<file path="config.mk">
export PLATFORM = sky130hd
export DESIGN_NAME = sound_sequencer
export DESIGN_NICKNAME = d
export VERILOG_FILES = /design/src/rtl/sound_pkg.sv /design/src/rtl/tick_prescaler.sv /design/src/rtl/sound_sequencer.sv
export SDC_FILE = /design/constraint.sdc
export NUM_CORES = 1
export LEC_CHECK = 0
export CAP_MARGIN = 20
export CORE_ASPECT_RATIO = 2
export CORE_UTILIZATION = 40
export CTS_CLUSTER_DIAMETER = 30
export DETAILED_ROUTE_END_ITERATION = 10
export HOLD_SLACK_MARGIN = 0.1
export SETUP_SLACK_MARGIN = 0.5
export SYNTH_ARGS = -nofsm -noshare
export SYNTH_HDL_FRONTEND = slang
export SYNTH_SLANG_ARGS = --single-unit
export TNS_END_PERCENT = 20
</file>
<file path="constraint.sdc">
create_clock -name clk -period 2.35 [get_ports clk]
set_clock_uncertainty 0.15 [all_clocks]
set_input_delay 0.47 -clock clk [delete_from_list [all_inputs] [get_ports clk]]
set_output_delay 0.47 -clock clk [all_outputs]
set_load 0.005 [all_outputs]
</file>
<file path="src/rtl/sound_pkg.sv">
// Shared sound-sequencer types: sound type codes, FSM states and the request priority encoder.
package sound_pkg;

    localparam int unsigned NUM_SND = 4;

    typedef enum logic [1:0] {
        SND_RIGHT = 2'd0,
        SND_LEFT  = 2'd1,
        SND_SPEED = 2'd2,
        SND_WIN   = 2'd3
    } snd_type_e;

    typedef enum logic [1:0] {
        StIdle = 2'd0,
        StPlay = 2'd1,
        StGap  = 2'd2
    } state_e;

    // Higher encoding means higher priority, so SND_WIN always wins.
    localparam snd_type_e SND_TOP_PRIO = SND_WIN;

    function automatic snd_type_e prio_winner(input logic [NUM_SND-1:0] r);
        if (r[SND_WIN]) begin
            return SND_WIN;
        end else if (r[SND_SPEED]) begin
            return SND_SPEED;
        end else if (r[SND_LEFT]) begin
            return SND_LEFT;
        end
        return SND_RIGHT;
    endfunction

endpackage

</file>
<file path="src/rtl/tick_prescaler.sv">
// Free-running clock divider producing a one-cycle tick every TICK_DIV cycles; clear_i restarts it.
module tick_prescaler #(
    parameter int unsigned TICK_DIV = 100000
) (
    input  logic clk,
    input  logic rst,
    input  logic clear_i,
    output logic tick_o,
    output logic pre_tick_o
);

    localparam int unsigned PW = (TICK_DIV > 1) ? $clog2(TICK_DIV) : 1;

    logic [PW-1:0] cnt_q, cnt_d;

    // pre_tick_o flags the cycle before a tick so callers can register end-of-period outputs.
    assign tick_o     = (cnt_q == PW'(TICK_DIV - 1));
    assign pre_tick_o = (cnt_q == PW'(TICK_DIV - 2));

    always_comb begin
        cnt_d = cnt_q + 1'b1;
        if (clear_i || tick_o) begin
            cnt_d = '0;
        end
    end

    always_ff @(posedge clk or posedge rst) begin
        if (rst) begin
            cnt_q <= '0;
        end else begin
            cnt_q <= cnt_d;
        end
    end

endmodule

</file>
<file path="src/rtl/sound_sequencer.sv">
// Prioritised sound request sequencer (IDLE/PLAY/GAP) with registered outputs.
// Define SOUND_QUEUE_EN to latch non-preempting requests and play them after the gap.
module sound_sequencer
    import sound_pkg::*;
#(
    parameter int unsigned TICK_DIV  = 100000,
    parameter int unsigned DUR_BTN   = 50,
    parameter int unsigned DUR_SPEED = 300,
    parameter int unsigned DUR_WIN   = 1000,
    parameter int unsigned GAP_TICKS = 20
) (
    input  logic               clk,
    input  logic               rst,
    input  logic [NUM_SND-1:0] req_i,
    output logic [1:0]         snd_type_o,
    output logic               snd_on_o,
    output logic               busy_o,
    output logic               done_o
);

    localparam int unsigned MAX_BS  = (DUR_BTN > DUR_SPEED) ? DUR_BTN : DUR_SPEED;
    localparam int unsigned MAX_BSW = (MAX_BS > DUR_WIN) ? MAX_BS : DUR_WIN;
    localparam int unsigned DUR_MAX = (MAX_BSW > GAP_TICKS) ? MAX_BSW : GAP_TICKS;
    localparam int unsigned DUR_W   = (DUR_MAX > 1) ? $clog2(DUR_MAX) : 1;
    localparam logic [DUR_W-1:0] GAP_LAST = DUR_W'(GAP_TICKS - 1);

    state_e            state_q, state_d;
    snd_type_e         type_q, type_d;
    logic [DUR_W-1:0]  dur_q, dur_d;
    logic              snd_on_q, snd_on_d;
    logic              busy_q, busy_d;
    logic              done_q, done_d;

    logic              clr;
    logic              tick;
    logic              pre_tick;
    logic              req_any;
    snd_type_e         req_win;
    logic              start;
    snd_type_e         start_type;
    logic [DUR_W-1:0]  dur_last;

`ifdef SOUND_QUEUE_EN
    logic [NUM_SND-1:0] pend_q, pend_d;
`endif

    tick_prescaler #(
        .TICK_DIV (TICK_DIV)
    ) u_tick_prescaler (
        .clk        (clk),
        .rst        (rst),
        .clear_i    (clr),
        .tick_o     (tick),
        .pre_tick_o (pre_tick)
    );

    assign req_any = |req_i;
    assign req_win = prio_winner(req_i);

    always_comb begin
        unique case (type_q)
            SND_SPEED: dur_last = DUR_W'(DUR_SPEED - 1);
            SND_WIN:   dur_last = DUR_W'(DUR_WIN - 1);
            default:   dur_last = DUR_W'(DUR_BTN - 1);
        endcase
    end

    always_comb begin
        state_d    = state_q;
        type_d     = type_q;
        dur_d      = dur_q;
        done_d     = 1'b0;
        clr        = 1'b0;
        start      = 1'b0;
        start_type = req_win;
`ifdef SOUND_QUEUE_EN
        pend_d     = pend_q;
`endif
        unique case (state_q)
            StIdle: begin
                start = req_any;
            end
            StPlay: begin
                if (done_q) begin
                    // Last play cycle: any request is taken as a fresh sound, skipping the gap.
                    if (req_any) begin
                        start = 1'b1;
                    end else begin
                        state_d = StGap;
                        clr     = 1'b1;
                        dur_d   = '0;
                    end
                end else if (req_any && (req_win > type_q)) begin
                    start = 1'b1;
                end else begin
                    if (tick) begin
                        dur_d = dur_q + 1'b1;
                    end
                    done_d = pre_tick && (dur_q == dur_last);
`ifdef SOUND_QUEUE_EN
                    pend_d = pend_q | req_i;
`endif
                end
            end
            StGap: begin
                if (req_any) begin
                    start = 1'b1;
                end else if (tick && (dur_q == GAP_LAST)) begin
                    state_d = StIdle;
`ifdef SOUND_QUEUE_EN
                    if (|pend_q) begin
                        start      = 1'b1;
                        start_type = prio_winner(pend_q);
                        pend_d     = pend_q & ~(NUM_SND'(1) << prio_winner(pend_q));
                    end
`endif
                end else if (tick) begin
                    dur_d = dur_q + 1'b1;
                end
            end
            default: begin
                state_d = StIdle;
            end
        endcase

        // Every PLAY entry restarts the prescaler and the duration count.
        if (start) begin
            state_d = StPlay;
            type_d  = start_type;
            clr     = 1'b1;
            dur_d   = '0;
            done_d  = 1'b0;
        end

        snd_on_d = (state_d == StPlay);
        busy_d   = (state_d != StIdle);
    end

    always_ff @(posedge clk or posedge rst) begin
        if (rst) begin
            state_q  <= StIdle;
            type_q   <= SND_RIGHT;
            dur_q    <= '0;
            snd_on_q <= 1'b0;
            busy_q   <= 1'b0;
            done_q   <= 1'b0;
        end else begin
            state_q  <= state_d;
            type_q   <= type_d;
            dur_q    <= dur_d;
            snd_on_q <= snd_on_d;
            busy_q   <= busy_d;
            done_q   <= done_d;
        end
    end

`ifdef SOUND_QUEUE_EN
    always_ff @(posedge clk or posedge rst) begin
        if (rst) begin
            pend_q <= '0;
        end else begin
            pend_q <= pend_d;
        end
    end
`endif

    assign snd_type_o = type_q;
    assign snd_on_o   = snd_on_q;
    assign busy_o     = busy_q;
    assign done_o     = done_q;

endmodule

</file>
==> flow_summary_export.csv <==
group,metric,value,unit
hold_path,hold_path_class,"register to register",
setup_path,crit_path_start_kind,"input port",
timing,rsz0062_at_grt,"yes",
clock_tree,cts.sinks,34,
timing,finalSetupViolCount,0,
yosys,synthTopCellsByCount,"dfrtp_1 (34), nor2_1 (30), nand2_1 (28)",
route,ant_nets,0,
clock_tree,cts_buffers,5,
route,drc_errors,0,
route,wl,4893,um
final_layout,nNetsFinal,279,
route,route.met2.wl,2738,um
global_route,grt_overflow,0,
final_layout,n_fill_cell,403,
yosys,syn-cell-area,1929,sq um
yosys,ys_ff_latch,34,
yosys,synth_area_leaders,"dfrtp_1 (44%), nor2_1 (5.8%), nand2_1 (5.4%)",
clock_tree,cts_tree,"built",
clock_tree,clock_latency,0.29,ns
floorplanning,die_width,51.11,um
timing,drv_slew,0,
power,switchingPower,713.9,uW
yosys,synth.area.mux_share,0.005188,
yosys,yosysSeqAreaShare,0.4410,
timing,worst_pin_slew,0.4431,ns
setup_path,cp.required,2.36,ns
job,drv_cap,0,
power,p_clk_frac,0.199,
timing,slew_headroom,0.7046,
floorplanning,ios,11,
placed_design,place.gp.congestion,0.8531,
setup_path,ff2ff_setup_slack,0.30,ns
setup_path,worst-path-max-fanout,3,
route,wl_met1,1896,um
route,dr.max_layer_used,"met4",
yosys,yosysMostFrequentCell,"dfrtp_1",
global_route,grt_pass1_wl,8086,um
yosys,syn_area_per_cell,9.016,sq um
yosys,yosysTopAreaCellShare,0.4410,
timing,min_period_over_period,0.8964,
floorplanning,rows,35,
floorplanning,die_y,100.2,um
placed_design,dp_hpwl,3512,um
setup_path,r2r_end,"dur_q[6]$_DFFE_PP0P_",
route,wl_met3,71,um
clock_tree,hold_buffers,0,
final_layout,antenna_cells,0,
setup_path,arrival,2.12,ns
floorplanning,core_area,4598,sq um
yosys,syn_inst,214,
floorplanning,die-area,5122,sq um
global_route,antenna_found_initial,0,
clock_tree,cts_root_buffer,"clkbuf_8",
power,seqPwrFrac,0.330,
timing,final_hold_viol_count,0,
final_layout,utilization,0.5839,
status,outcome,"complete, no violations",
route,routedWlPerCell,15.15,um
power,leakagePower,1.188,nW
route,vias,1722,
yosys,synth-edff-count,0,
timing,min_period,2.106,ns
yosys,yosysTopAreaCell,"dfrtp_1",
floorplanning,initial_core_util,0.4196,
clock_tree,clkTransAtPathRegs,0.07,ns
power,pwr-share-comb,0.471,
global_route,grt_pass1_vias,1803,
setup_path,critPathLaunch,"req_i[3]",
yosys,yosys.area_share.adder,0.03243,
yosys,synthXorXnorAreaFrac,0.06809,
timing,whs,0.4043,ns
power,powerDensity,767.1,nW/um^2
global_route,grt_max_degree,35,
yosys,yosys.cell_types.count,43,
placed_design,port-buffer-count,10,
clock_tree,ctsHtreeMaxLevel,2,
yosys,syn_nets,225,
route,drtIter0Drc,26,
setup_path,r2r-start,"u_tick_prescaler.cnt_q[5]$_DFF_PP0_",
setup_path,crit_path_end,"dur_q[0]$_DFFE_PP0P_",
setup_path,cp-end-kind,"register",
global_route,track_usage,0.2121,
final_layout,drive_above_1_share,0.3209,
setup_path,criticalPathCategory,"input port to register",
route,avgViaCountPerCell,5.331,
route,dr.pass1.iters,4,
power,netSwitchingFraction,0.3466,
yosys,synth_top_family_by_area,"simple AND/OR/NAND/NOR gates",
setup_path,rr_worst_depth,7,
yosys,synth_compound_area_frac,0.1589,
yosys,async_reset_ff_frac,1.000,
yosys,synth-main-ff-cell,"dfrtp_1",
clock_tree,clk_path_buf_depth,2,
timing,max_freq,474.7,MHz
final_layout,syn_to_final_growth,39.17,%
yosys,synth-simple-area-share,0.2594,
power,vdd_drop_max,0.0005471,V
power,p_int,1.346,mW
yosys,ys.warnings.count,0,
==> kinds of logic after synthesis <==
logic type	after synthesis
adder cells (fa/ha/maj)	5
AO/OA/AOI/OAI	43
flip-flops	34
buffers and inverters	16
AND/OR/NAND/NOR	100
multiplexers	1
XOR/XNOR	15
==> metal layers <==
metal,vias to the layer above,global-route usage
met5,-,0
li1,863,-
met2,21,0.3937
met1,827,0.2170
met3,11,0.03030
met4,0,0.1154
==> final cells by class <==
cell class | count | area, sq um | area share
Clock buffer | 7 | 76.32 | 0.02842
Inverter | 10 | 37.54 | 0.01398
Multi-Input combinational cell | 164 | 1195 | 0.4450
Sequential cell | 34 | 850.8 | 0.3169
Tap cell | 55 | 68.82 | 0.02563
Timing Repair Buffer | 53 | 456.7 | 0.1701
==> worst min path at each step <==
| stage | cells after the start | start | to |
|---|---|---|---|
| after detailed placement | 1 | u_tick_prescaler.cnt_q[0]$_DFF_PP0_ | u_tick_prescaler.cnt_q[0]$_DFF_PP0_ |
| after global routing | 2 | u_tick_prescaler.cnt_q[16]$_DFF_PP0_ | u_tick_prescaler.cnt_q[16]$_DFF_PP0_ |
| after CTS | 2 | u_tick_prescaler.cnt_q[0]$_DFF_PP0_ | u_tick_prescaler.cnt_q[0]$_DFF_PP0_ |
| final | 2 | u_tick_prescaler.cnt_q[16]$_DFF_PP0_ | u_tick_prescaler.cnt_q[16]$_DFF_PP0_ |
| after floorplan | 1 | u_tick_prescaler.cnt_q[0]$_DFF_PP0_ | u_tick_prescaler.cnt_q[0]$_DFF_PP0_ |
| after global placement | 1 | u_tick_prescaler.cnt_q[0]$_DFF_PP0_ | u_tick_prescaler.cnt_q[0]$_DFF_PP0_ |
==> registers in the layout, indices dropped and copies added (netlist names) <==
register / count
dur_q: 10
state_q: 2
u_tick_prescaler.cnt_q: 17
snd_on_o: 1
done_o: 1
snd_type_o: 2
busy_o: 1
==> per-stage QoR <==
stage / TNS, ns / power (mW) / worst slack (ns) / cells / instance area, sq um
5_1_grt: 0 / 2.213 / 0.1717 / 323 / 2685
6_report: 0 / 2.060 / 0.2435 / 323 / 2685
3_3_place_gp: -5.470 / 1.438 / -0.3280 / 304 / 2354
3_5_place_dp: -6.680 / 1.446 / -0.3902 / 304 / 2354
4_1_cts: 0 / 1.948 / 0.2343 / 317 / 2546
2_1_floorplan: 0 / 1.125 / 0.1193 / 214 / 1967
==> power groups by stage <==
stage / Sequential (mW) / Clock, mW / Combinational [mW]
floorplan: 0.681 / 0 / 0.444
global placement: 0.688 / 0 / 0.750
detailed placement: 0.690 / 0 / 0.756
CTS: 0.673 / 0.423 / 0.852
global route: 0.685 / 0.444 / 1.08
finish: 0.679 / 0.410 / 0.971
==> what timing repair did <==
| action | 4_1_cts | 5_1_grt |
|---|---|---|
| setup buffers | 6 | 6 |
| endpoints found under the hold margin | 0 | 0 |
| resized for setup | 32 | 20 |
| endpoints found under the setup margin | 32 | 34 |
| pin swaps | 11 | 15 |
| gates cloned | 0 | 0 |
==> layout by cell type (no fill, tap or decap), drive strengths merged <==
cell,instances
and3,5
a41oi,2
o211a,2
or2,1
or4,1
xnor2,5
nand3,13
and4bb,2
nor4b,3
a21oi,11
ha,5
clkbuf,7
or3,1
clkdlybuf4s50,6
inv,10
buf,46
a31oi,2
mux2i,1
o21a,1
o21ai,11
nor2,30
nor3,4
o21bai,1
o211ai,3
xor2,10
o31ai,5
nor4,4
clkdlybuf4s15,1
nor3b,1
a22oi,2
and4,1
nand2,28
o311ai,1
nor2b,2
a21o,2
dfrtp,34
nand4,4
==> critical path: stages <==
cell	delay, ns
buf_6	0.09
or2_4	0.25
ha_4	0.27
nor2b_4	0.14
o211ai_2	0.11
a41oi_2	0.22
buf_4	0.16
buf_6	0.10
nor2_4	0.04
o21ai_2	0.18
o31ai_4	0.09
Power figures use the tool's default switching activity.
